**config.mk**
```make
export PLATFORM = sky130hd
export DESIGN_NAME = sterownik_silnika_wielokanalowy
export DESIGN_NICKNAME = d
export VERILOG_FILES = /design/src/rtl/sterownik_pkg.sv /design/src/rtl/kanal_rampy.sv /design/src/rtl/sterownik_silnika_wielokanalowy.sv
export SDC_FILE = /design/constraint.sdc
export NUM_CORES = 1
export LEC_CHECK = 0
export BUFFER_PORTS_ARGS = -buffer_cell sky130_fd_sc_hd__clkbuf_2
export CORE_ASPECT_RATIO = 0.7
export CORE_MARGIN = 8
export CORE_UTILIZATION = 65
export CTS_CLUSTER_DIAMETER = 50
export DETAILED_ROUTE_END_ITERATION = 10
export PLACE_DENSITY = 0.84
export SYNTH_ARGS = -nofsm -noshare
export SYNTH_HDL_FRONTEND = slang
export SYNTH_SLANG_ARGS = --single-unit
```
**constraint.sdc**
```tcl
create_clock -name clk -period 8.01 [get_ports clk]
set_input_delay 0.4005 -clock clk [delete_from_list [all_inputs] [get_ports clk]]
set_output_delay 0.4005 -clock clk [all_outputs]
set_load 0.01 [all_outputs]
```
**src/rtl/sterownik_pkg.sv**
```systemverilog
// Shared definitions for the multi-channel motor controller: channel state
// encoding and the counter width helper.
package sterownik_pkg;

   typedef enum logic [1:0] {
      Stop      = 2'b00,
      Rozruch   = 2'b01,
      Praca     = 2'b10,
      Hamowanie = 2'b11
   } stan_e;

   // Wide enough to hold the largest terminal count of either timer.
   function automatic int unsigned szer_licznika(input int unsigned czas,
                                                 input int unsigned krok);
      int unsigned m;
      m = (czas > krok) ? czas : krok;
      return (m > 1) ? $clog2(m) : 1;
   endfunction

endpackage

```
**src/rtl/kanal_rampy.sv**
```systemverilog
// One motor channel: start/run/stop FSM, timed start-up, clamped setpoint
// register and a rate-limited ramp of the working RPM.
module kanal_rampy
   import sterownik_pkg::*;
#(
   parameter int unsigned SZER_RPM      = 7,
   parameter int unsigned RPM_MAX       = 100,
   parameter int unsigned RPM_ROZRUCHU  = 10,
   parameter int unsigned CZAS_ROZRUCHU = 12000000,
   parameter int unsigned KROK_RAMPY    = 120000
) (
   input  logic                clk,
   input  logic                rst,
   input  logic                start,
   input  logic                stop,
   input  logic                zapis_rpm,
   input  logic [SZER_RPM-1:0] zadane_rpm,
   output logic [SZER_RPM-1:0] rpm,
   output logic [1:0]          stan,
   output logic                rozruch,
   output logic                sygnal_zmiany_rpm,
   output logic                gotowy
);

   localparam int unsigned SzerLicz = szer_licznika(CZAS_ROZRUCHU, KROK_RAMPY);
   localparam logic [SZER_RPM-1:0] RpmMax      = SZER_RPM'(RPM_MAX);
   localparam logic [SZER_RPM-1:0] RpmRozruchu = SZER_RPM'(RPM_ROZRUCHU);
   localparam logic [SZER_RPM-1:0] RpmJeden    = SZER_RPM'(1);
   localparam logic [SzerLicz-1:0] KoniecRozruchu = SzerLicz'(CZAS_ROZRUCHU - 1);
   localparam logic [SzerLicz-1:0] KoniecKroku    = SzerLicz'(KROK_RAMPY - 1);

   stan_e               stan_q, stan_d;
   logic [SZER_RPM-1:0] rpm_q, rpm_d, rpm_poprz_q, zad_q, zad_d;
   logic [SzerLicz-1:0] licz_roz_q, licz_roz_d, licz_rampy_q, licz_rampy_d;
   logic                start_q, stop_q, rozruch_q, zmiana_q, gotowy_q;
   logic                uruchom, krok;

   // start/stop act one edge after they are sampled; stop always dominates.
   assign uruchom = start_q & ~stop_q;
   assign krok    = (licz_rampy_q == KoniecKroku);

   always_comb begin
      stan_d       = stan_q;
      rpm_d        = rpm_q;
      licz_roz_d   = licz_roz_q;
      licz_rampy_d = krok ? '0 : licz_rampy_q + 1'b1;
      zad_d        = zad_q;
      if (zapis_rpm) begin
         zad_d = (zadane_rpm > RpmMax) ? RpmMax : zadane_rpm;
      end
      unique case (stan_q)
         Stop: begin
            if (uruchom) begin
               stan_d     = Rozruch;
               rpm_d      = RpmRozruchu;
               licz_roz_d = '0;
            end
         end
         Rozruch: begin
            if (stop_q) begin
               stan_d       = Hamowanie;
               licz_rampy_d = '0;
            end else if (licz_roz_q == KoniecRozruchu) begin
               stan_d       = Praca;
               licz_rampy_d = '0;
            end else begin
               licz_roz_d = licz_roz_q + 1'b1;
            end
         end
         Praca: begin
            if (stop_q) begin
               stan_d       = Hamowanie;
               licz_rampy_d = '0;
            end else if (krok) begin
               if (rpm_q < zad_q) begin
                  rpm_d = rpm_q + 1'b1;
               end else if (rpm_q > zad_q) begin
                  rpm_d = rpm_q - 1'b1;
               end
            end
         end
         Hamowanie: begin
            if (uruchom) begin
               stan_d       = Praca;
               licz_rampy_d = '0;
            end else if (rpm_q == '0) begin
               stan_d = Stop;
            end else if (krok) begin
               rpm_d = rpm_q - 1'b1;
               if (rpm_q == RpmJeden) begin
                  stan_d = Stop;
               end
            end
         end
      endcase
   end

   always_ff @(posedge clk) begin
      if (rst) begin
         stan_q       <= Stop;
         rpm_q        <= '0;
         rpm_poprz_q  <= '0;
         zad_q        <= '0;
         licz_roz_q   <= '0;
         licz_rampy_q <= '0;
         start_q      <= 1'b0;
         stop_q       <= 1'b0;
         rozruch_q    <= 1'b0;
         zmiana_q     <= 1'b0;
         gotowy_q     <= 1'b0;
      end else begin
         stan_q       <= stan_d;
         rpm_q        <= rpm_d;
         rpm_poprz_q  <= rpm_q;
         zad_q        <= zad_d;
         licz_roz_q   <= licz_roz_d;
         licz_rampy_q <= licz_rampy_d;
         start_q      <= start;
         stop_q       <= stop;
         rozruch_q    <= (stan_d == Rozruch);
         // Compares the previous two rpm values, so the pulse trails the change by a cycle.
         zmiana_q     <= (rpm_q != rpm_poprz_q);
         gotowy_q     <= (stan_d == Praca) && (rpm_d == zad_d);
      end
   end

   assign rpm               = rpm_q;
   assign stan              = stan_q;
   assign rozruch           = rozruch_q;
   assign sygnal_zmiany_rpm = zmiana_q;
   assign gotowy            = gotowy_q;

endmodule

```
**src/rtl/sterownik_silnika_wielokanalowy.sv**
```systemverilog
// Multi-channel RPM controller: KANALY independent ramp channels sharing one
// clock, with per-channel fields packed into flat buses.
module sterownik_silnika_wielokanalowy #(
   parameter int unsigned KANALY        = 2,
   parameter int unsigned SZER_RPM      = 7,
   parameter int unsigned RPM_MAX       = 100,
   parameter int unsigned RPM_ROZRUCHU  = 10,
   parameter int unsigned CZAS_ROZRUCHU = 12000000,
   parameter int unsigned KROK_RAMPY    = 120000
) (
   input  logic                         clk,
   input  logic                         rst,
   input  logic [KANALY-1:0]            start,
   input  logic [KANALY-1:0]            stop,
   input  logic [KANALY-1:0]            zapis_rpm,
   input  logic [KANALY*SZER_RPM-1:0]   zadane_rpm,
   output logic [KANALY*SZER_RPM-1:0]   rpm,
   output logic [KANALY*2-1:0]          stan,
   output logic [KANALY-1:0]            rozruch,
   output logic [KANALY-1:0]            sygnal_zmiany_rpm,
   output logic [KANALY-1:0]            gotowy
);

   for (genvar k = 0; k < KANALY; k++) begin : g_kanal
      kanal_rampy #(
         .SZER_RPM      (SZER_RPM),
         .RPM_MAX       (RPM_MAX),
         .RPM_ROZRUCHU  (RPM_ROZRUCHU),
         .CZAS_ROZRUCHU (CZAS_ROZRUCHU),
         .KROK_RAMPY    (KROK_RAMPY)
      ) u_kanal (
         .clk               (clk),
         .rst               (rst),
         .start             (start[k]),
         .stop              (stop[k]),
         .zapis_rpm         (zapis_rpm[k]),
         .zadane_rpm        (zadane_rpm[k*SZER_RPM +: SZER_RPM]),
         .rpm               (rpm[k*SZER_RPM +: SZER_RPM]),
         .stan              (stan[k*2 +: 2]),
         .rozruch           (rozruch[k]),
         .sygnal_zmiany_rpm (sygnal_zmiany_rpm[k]),
         .gotowy            (gotowy[k])
      );
   end

endmodule

```
==> run_results.csv, run 1 <==
group,metric,value,unit
yosys,synth.net_count,1115,
finish,instances_no_fill,1270,
cts,numClockSinks,152,
cts,cts-root-buf,"clkbuf_16",
setup_path,r2r-end,"g_kanal[1].u_kanal.gotowy$_SDFF_PP0_",
setup_path,worst-path-max-fanout,6,
finish,area_delta_synth_final,10.3,%
drt,post_drt_wl_per_cell,16.6,µm
hold_path,min_path_type,"primary input to register",
yosys,yosys-top-cells-count,"180 x nor2_1, 152 x dfxtp_1, 71 x nand2_1, 66 x xor2_1, 58 x nand3_1",
cts,postCtsHoldBufs,0,
placed_design,place_area,8810,µm²
drt,vias,7950,
cts,cts_tree,"yes",
setup_path,critPathArrivalTime,4.05,ns
setup_path,r2r_slack,4.30,ns
drt,finalWirelength,21100,µm
drt,route.detailed.drc,0,
die,start_util,0.658,
cts,clk_pin_slew,0.06,ns
die,core_area,13000,µm²
setup_path,crit_type,"register to register",
die,die_w,153,µm
yosys,yosysSeqAreaShare,0.356,
power_and_ir_drop,total_leakage_power,3.51,nW
yosys,syn_area,8550,µm²
yosys,synth_xor_area_frac,0.116,
setup_path,rr_worst_depth,9,
yosys,synth_top_cell_by_area,"dfxtp_1",
sta,tightest_slew,1.06,ns
status,status,"complete, no violations",
placed_design,gp_congestion,1.00,
grt,grt_max_degree,53,
die,ios,46,
setup_path,end_kind,"register",
sta,maxSlewHeadroom,0.292,
yosys,synth-seq-cells,152,
yosys,yosysMostFrequentCell,"nor2_1",
yosys,synthAdderAreaFrac,0.0351,
yosys,async_flop_share,0,
grt,grt_pass1_vias,7022,
placed_design,io_buffers,45,
yosys,synth_edf_count,0,
yosys,syn-instance-count,1069,
power_and_ir_drop,p_per_area,197,nW/µm²
sta,finalSetupViolCount,0,
placed_design,dpl.hpwl,15300,µm
die,die-area,17100,µm²
sta,slew_violations,0,
grt,grt_use_total,0.243,
drt,ant_nets,0,
die,num_rows,35,
cts,cts_setup_buffers,0,
drt,drtIter0Drc,1094,
finish,drive_gt1_frac,0.0942,
yosys,ys.flop_type,"dfxtp_1",
cts,clock_latency,0.43,ns
cts,cts_resized,0,
yosys,synth_top_family_by_area,"simple AND/OR/NAND/NOR gates",
drt,drtPass1Iterations,7,
yosys,synth_simple_gate_area_frac,0.301,
die,die_h,112,µm
power_and_ir_drop,ir_drop,0.000145,V
yosys,yosysUniqueCellTypes,76,
placed_design,place_inst,1238,
sta,fin_tns_setup,0,ns
finish,layout.nets,1137,
sta,fin_crit_sh,0.464,
yosys,yosysWarnings,0,
sta,fin_skew,0.0130,ns
hold_path,hold_end,"g_kanal[0].u_kanal.stop_q$_SDFF_PP0_",
sta,layout_min_cycle_time,3.71,ns
hold_path,whs_path_depth,2,
finish,diodes,0,
sta,hold_viol_final,0,
setup_path,reg2reg_from,"g_kanal[1].u_kanal.licz_rampy_q[7]$_SDFF_PP0_",
sta,max_freq,269,MHz
grt,grt_pass1_wl,34700,µm
grt,grt_antenna_before_repair,0,
finish,final_area,9440,µm²
yosys,syn_area_per_cell,8.00,µm²
yosys,synth.mux.area_fraction,0.0130,
yosys,synth_top_area_share,0.356,
yosys,synth_compound_area_frac,0.137,
grt,grt_overflow,0,
setup_path,critPathLaunchType,"register",
sta,grt_setup_unrepaired,"false",
cts,cts_max_path_buffers,2,
hold_path,hold_start,"stop[0]",
cts,cts_buffers,17,
cts,htree_levels,4,
yosys,synthTopCellsByArea,"dfxtp_1 36%, nor2_1 7.9%, xor2_1 6.8%, xnor2_1 4.8%, ha_1 3.5%",
setup_path,worstPathRequired,8.35,ns
job,maxCapViolCount,0,
drt,vias_per_cell,6.26,
cell usage in the layout (no fill, tap or decap), types with 7 or more instances in the layout:
master	count
a21oi_1	44
clkbuf_16	17
o21ai_0	31
nor4_1	26
clkbuf_2	45
or3_1	10
or4_1	10
nor2b_1	18
nand4_1	28
inv_1	42
dfxtp_1	152
and3_1	24
or2_2	7
nor2_1	180
nand3_1	58
nor3_1	20
ha_1	24
mux2i_1	10
xor2_1	66
nand2_1	71
a31oi_1	13
and2_1	13
xnor2_1	47
critical path, stage by stage, from the launching register on:
cell,delay [ns]
dfxtp_1,0.40
or4b_2,0.63
nor4_2,0.46
a41oi_1,0.20
or4_1,0.49
a221oi_1,0.50
o311ai_0,0.23
nor4_1,0.31
nand4_1,0.15
nor3_1,0.25
per-layer routing:
metal / wire length [µm] / share of wire / GRT usage
met1: 10000 / 0.48 / 0.347
met2: 8430 / 0.40 / 0.335
met3: 2230 / 0.11 / 0.0759
met4: 402 / 0.019 / 0.0802
met5: 0 / 0 / 0
state kept, by name, summed over array words and instances (netlist names):
signal                             flops
g_kanal.u_kanal.rozruch                2
g_kanal.u_kanal.sygnal_zmiany_rpm      2
g_kanal.u_kanal.licz_rampy_q          48
g_kanal.u_kanal.zad_q                 14
g_kanal.u_kanal.start_q                2
g_kanal.u_kanal.gotowy                 2
g_kanal.u_kanal.stop_q                 2
g_kanal.u_kanal.rpm_poprz_q           14
g_kanal.u_kanal.licz_roz_q            48
g_kanal.u_kanal.rpm                   14
g_kanal.u_kanal.stan                   4
worst max-delay path by stage:
stage                                                  start                                    to  slack (ns)
6_report       g_kanal[1].u_kanal.licz_rampy_q[7]$_SDFF_PP0_  g_kanal[1].u_kanal.gotowy$_SDFF_PP0_        4.30
5_1_grt        g_kanal[1].u_kanal.licz_rampy_q[7]$_SDFF_PP0_  g_kanal[1].u_kanal.gotowy$_SDFF_PP0_        4.13
4_1_cts        g_kanal[1].u_kanal.licz_rampy_q[7]$_SDFF_PP0_  g_kanal[1].u_kanal.gotowy$_SDFF_PP0_        4.42
3_5_place_dp   g_kanal[1].u_kanal.licz_rampy_q[7]$_SDFF_PP0_  g_kanal[1].u_kanal.gotowy$_SDFF_PP0_        4.46
3_3_place_gp   g_kanal[1].u_kanal.licz_rampy_q[7]$_SDFF_PP0_  g_kanal[1].u_kanal.gotowy$_SDFF_PP0_        4.60
2_1_floorplan  g_kanal[0].u_kanal.licz_rampy_q[8]$_SDFF_PP0_  g_kanal[0].u_kanal.gotowy$_SDFF_PP0_        4.87
stage by stage:
step	hold slack [ns]	total power, mW	setup WS (ns)	util
after global routing	0.176	1.92	4.13	0.726
after floorplan	0.430	0.968	4.87	-
after CTS	0.168	1.86	4.42	0.726
after global placement	0.445	1.02	4.60	0.678
after detailed placement	0.458	1.02	4.46	0.678
final	0.177	1.86	4.30	0.726
cell type report:
class	instances	area [µm²]
Tap cell	166	208
Sequential cell	152	3040
Inverter	43	161
Clock buffer	20	457
Fill cell	1007	3570
Timing Repair Buffer	47	240
Multi-Input combinational cell	830	5160
Clock inverter	12	165
cells by family after synthesis:
group,Yosys count
adder cells (fa/ha/maj),24
AO/OA/AOI/OAI,175
multiplexers,11
AND/OR/NAND/NOR,507
flip-flops,152
XOR/XNOR,113
buffers and inverters,87
where the power goes:
| group | total (mW) | internal (mW) | switching, mW |
|---|---|---|---|
| registers | 0.799 | 0.773 | 0.0262 |
| clock network | 0.847 | 0.512 | 0.335 |
| logic | 0.217 | 0.0781 | 0.139 |
No activity file was read; power rests on OpenSTA's default activity.
==> run 2, diff against run 1 <==
--- a/config.mk
+++ b/config.mk
@@ -5,13 +5,14 @@
 export SDC_FILE = /design/constraint.sdc
 export NUM_CORES = 1
 export LEC_CHECK = 0
+export ABC_AREA = 1
 export BUFFER_PORTS_ARGS = -buffer_cell sky130_fd_sc_hd__clkbuf_2
 export CORE_ASPECT_RATIO = 0.7
 export CORE_MARGIN = 8
-export CORE_UTILIZATION = 65
+export CORE_UTILIZATION = 56
 export CTS_CLUSTER_DIAMETER = 50
 export DETAILED_ROUTE_END_ITERATION = 10
-export PLACE_DENSITY = 0.84
+export PLACE_DENSITY = 0.77
 export SYNTH_ARGS = -nofsm -noshare
 export SYNTH_HDL_FRONTEND = slang
 export SYNTH_SLANG_ARGS = --single-unit
==> constraint.sdc (replaced) <==
create_clock -name clk -period 3.1 [get_ports clk]
set_input_delay 0.155 -clock clk [delete_from_list [all_inputs] [get_ports clk]]
set_output_delay 0.155 -clock clk [all_outputs]
set_load 0.01 [all_outputs]
==> run 2 against run 1 <==
Sequential cell count unchanged. Maximum frequency is 38% higher. First-iteration DRC count grew 1.9%. Critical path depth grew 9. Sequential power grew to 2.6 times the previous value. Register-to-register slack got worse by 3.9 ns. Critical endpoint is now g_kanal[0].u_kanal.gotowy$_SDFF_PP0_. Critical path type unchanged. Cell count is 32% higher. Clock power rose to 2.7 times the previous value. Setup slack got worse by 3.9 ns. Core utilization decreased by 8.8 points. Synthesized area grew 8.0%. Clock skew down 0.0017 ns.
==> run_results.csv, run 2 <==
group,metric,value,unit
yosys,synth_top_cell_by_area,"dfxtp_1",
sta,fin_tns_setup,0,ns
cts,numClockSinks,152,
cts,htree_levels,4,
status,status,"complete, no violations",
cts,cts_tree,"yes",
grt,grt_pass1_vias,8139,
grt,grt_antenna_before_repair,0,
yosys,async_flop_share,0,
placed_design,place_area,9670,µm²
power_and_ir_drop,ir_drop,0.000276,V
setup_path,path_cells,"ha_1 > nand2_1 > a21oi_1 > nor2_1 > nand2_1 > inv_1 > nand2_1 > nand2_1 > nand2_1 > nand2_1 > nand2_1 > nand2_1 > nand2_1 > nand2_1 > nand2_1 > nor2_1 > nand2_1 > nor2_2",
setup_path,cp_slowest_stage_delay,0.60,ns
yosys,yosysSeqAreaShare,0.329,
yosys,yosysWarnings,0,
sta,max_freq,371,MHz
drt,drtIter0Drc,1115,
grt,grt_use_total,0.238,
grt,grt_overflow,0,
cts,cts_resized,0,
yosys,synth-seq-cells,152,
sta,hold_viol_final,0,
yosys,yosysMostFrequentCell,"nand2_1",
grt,grt_pass1_wl,40400,µm
power_and_ir_drop,p_per_area,486,nW/µm²
die,die-area,20900,µm²
sta,tightest_slew,0.823,ns
sta,fin_skew,0.0113,ns
drt,finalWirelength,24400,µm
drt,vias,9108,
drt,post_drt_wl_per_cell,14.5,µm
setup_path,cpMostUsedCell,"nand2_1",
sta,maxSlewHeadroom,0.450,
sta,grt_setup_unrepaired,"false",
finish,final_area,10400,µm²
setup_path,worstPathRequired,3.48,ns
drt,drtPass1Iterations,6,
power_and_ir_drop,power,5.03,mW
finish,largestRegisters,"g_kanal.u_kanal.licz_rampy_q: 48 flops, g_kanal.u_kanal.licz_roz_q: 48 flops",
setup_path,crit_type,"register to register",
die,die_h,123,µm
yosys,yosysUniqueCellTypes,51,
yosys,yosys-top-cells-count,"300 x nand2_1, 215 x nor2_1, 161 x inv_1, 152 x dfxtp_1, 101 x nand3_1",
cts,cts_max_path_buffers,2,
yosys,ys.flop_type,"dfxtp_1",
die,core_area,16200,µm²
yosys,syn_area,9240,µm²
power_and_ir_drop,total_leakage_power,4.33,nW
finish,layout_common_cells,"300 x nand2_1, 215 x nor2_1, 161 x inv_1",
drt,ant_nets,0,
cts,clk_pin_slew,0.06,ns
placed_design,gp_congestion,0.970,
setup_path,worst-path-max-fanout,12,
yosys,synth_top_area_share,0.329,
cts,clock_latency,0.44,ns
placed_design,place_worst_setup_slack,0.518,ns
placed_design,io_buffers,45,
sta,finalSetupViolCount,0,
setup_path,end_kind,"register",
cts,cts-root-buf,"clkbuf_16",
finish,diodes,0,
finish,final_common_cell,"nand2_1",
cts,cts_buffers,17,
yosys,syn-instance-count,1396,
yosys,synth.net_count,1442,
setup_path,critPathArrivalTime,3.07,ns
yosys,synthTopCellsByArea,"dfxtp_1 33%, nand2_1 12%, nor2_1 8.7%, inv_1 6.5%, nand3_1 5.5%",
drt,vias_per_cell,5.42,
sta,fin_crit_sh,0.870,
sta,timing.final.ws_setup,0.403,ns
die,die_w,170,µm
finish,drive_gt1_frac,0.119,
yosys,synth_edf_count,0,
setup_path,critPathLaunchType,"register",
finish,area_delta_synth_final,12.1,%
sta,layout_min_cycle_time,2.70,ns
finish,post-route-util,0.637,
yosys,syn_area_per_cell,6.62,µm²
grt,grt_max_degree,59,
drt,route.detailed.drc,0,
finish,layout.nets,1489,
hold_path,min_path_type,"primary input to register",
die,num_rows,39,
die,start_util,0.568,
placed_design,dpl.hpwl,18000,µm
setup_path,slowest_stage,"dfxtp_1",
job,maxCapViolCount,0,
sta,slew_violations,0,
die,ios,46,
## run 2: cell count changes in the layout (fill, tap and decap cells not counted), moves of 24 or more
| cell | change |
|---|---|
| nand2_1 | +229 |
| nand3_1 | +43 |
| xnor2_1 | -31 |
| nor3_1 | +24 |
| nor2_1 | +35 |
| inv_1 | +119 |
| and3_1 | -24 |
## run 2: logic make-up (layout without fill, tap and decap cells)
group	count (synthesis)	after routing	share of synthesized area
adders and majority gates	24	24	0.0325
and+or+nand+nor	792	792	0.395
xor gates and xnor gates	60	60	0.0569
DFF	152	152	0.329
AOI/OAI and AO/OA	150	150	0.0927
buffers and inverters	218	278	0.0939
## run 2: worst max-delay path: cells and delay by family (launching register included)
kind	cells	cell delay, ns
compound gates	1	0.05
fa+ha+maj	1	0.32
buf+inv	1	0.22
flops	1	0.60
simple gates	15	1.44
## run 2: what timing repair did
action	CTS	global route
endpoints found under the hold margin	4	0
hold buffers	4	0
buffers inserted	0	0
## run 2: layout make-up
class | count | area (µm²)
fillers | 1473 | 5890
multi-input cells | 1026 | 5330
flip-flops and latches | 152 | 3040
inverters | 183 | 687
clock buffers | 18 | 429
repair buffers | 63 | 370
well taps | 225 | 282
clock inverters | 14 | 219
## run 2: worst paths after layout
check,start,endpoint,slack [ns],cells after the start
min reg2reg,g_kanal[0].u_kanal.licz_rampy_q[0]$_SDFF_PP0_,g_kanal[0].u_kanal.licz_rampy_q[0]$_SDFF_PP0_,0.45,1
max,g_kanal[0].u_kanal.rpm[4]$_SDFF_PP0_,g_kanal[0].u_kanal.gotowy$_SDFF_PP0_,0.40,18
min,zadane_rpm[4],g_kanal[0].u_kanal.zad_q[4]$_SDFF_PP0_,0.10,3
max reg2reg,g_kanal[0].u_kanal.rpm[4]$_SDFF_PP0_,g_kanal[0].u_kanal.gotowy$_SDFF_PP0_,0.40,18
## run 2: per-layer routing
| metal | vias up | routed length [µm] | track usage |
|---|---|---|---|
| met2 | 385 | 9670 | 0.339 |
| met5 | - | 0 | 0 |
| met4 | 0 | 538 | 0.0882 |
| li1 | 4638 | - | - |
| met3 | 43 | 2200 | 0.0577 |
| met1 | 4042 | 12000 | 0.343 |
## run 2: metrics by stage
step	std cells	hold WS [ns]
floorplan	1396	0.262
global placement	1645	0.355
detailed placement	1645	0.357
CTS	1681	0.0758
global route	1681	0.0898
finish	1681	0.102
## run 2: report_power, final
part	switching (mW)	internal, mW	total (mW)	leakage (nW)
clock	0.874	1.43	2.31	0.311
sequential	0.0427	2.00	2.05	1.23
combinational	0.468	0.206	0.674	2.79
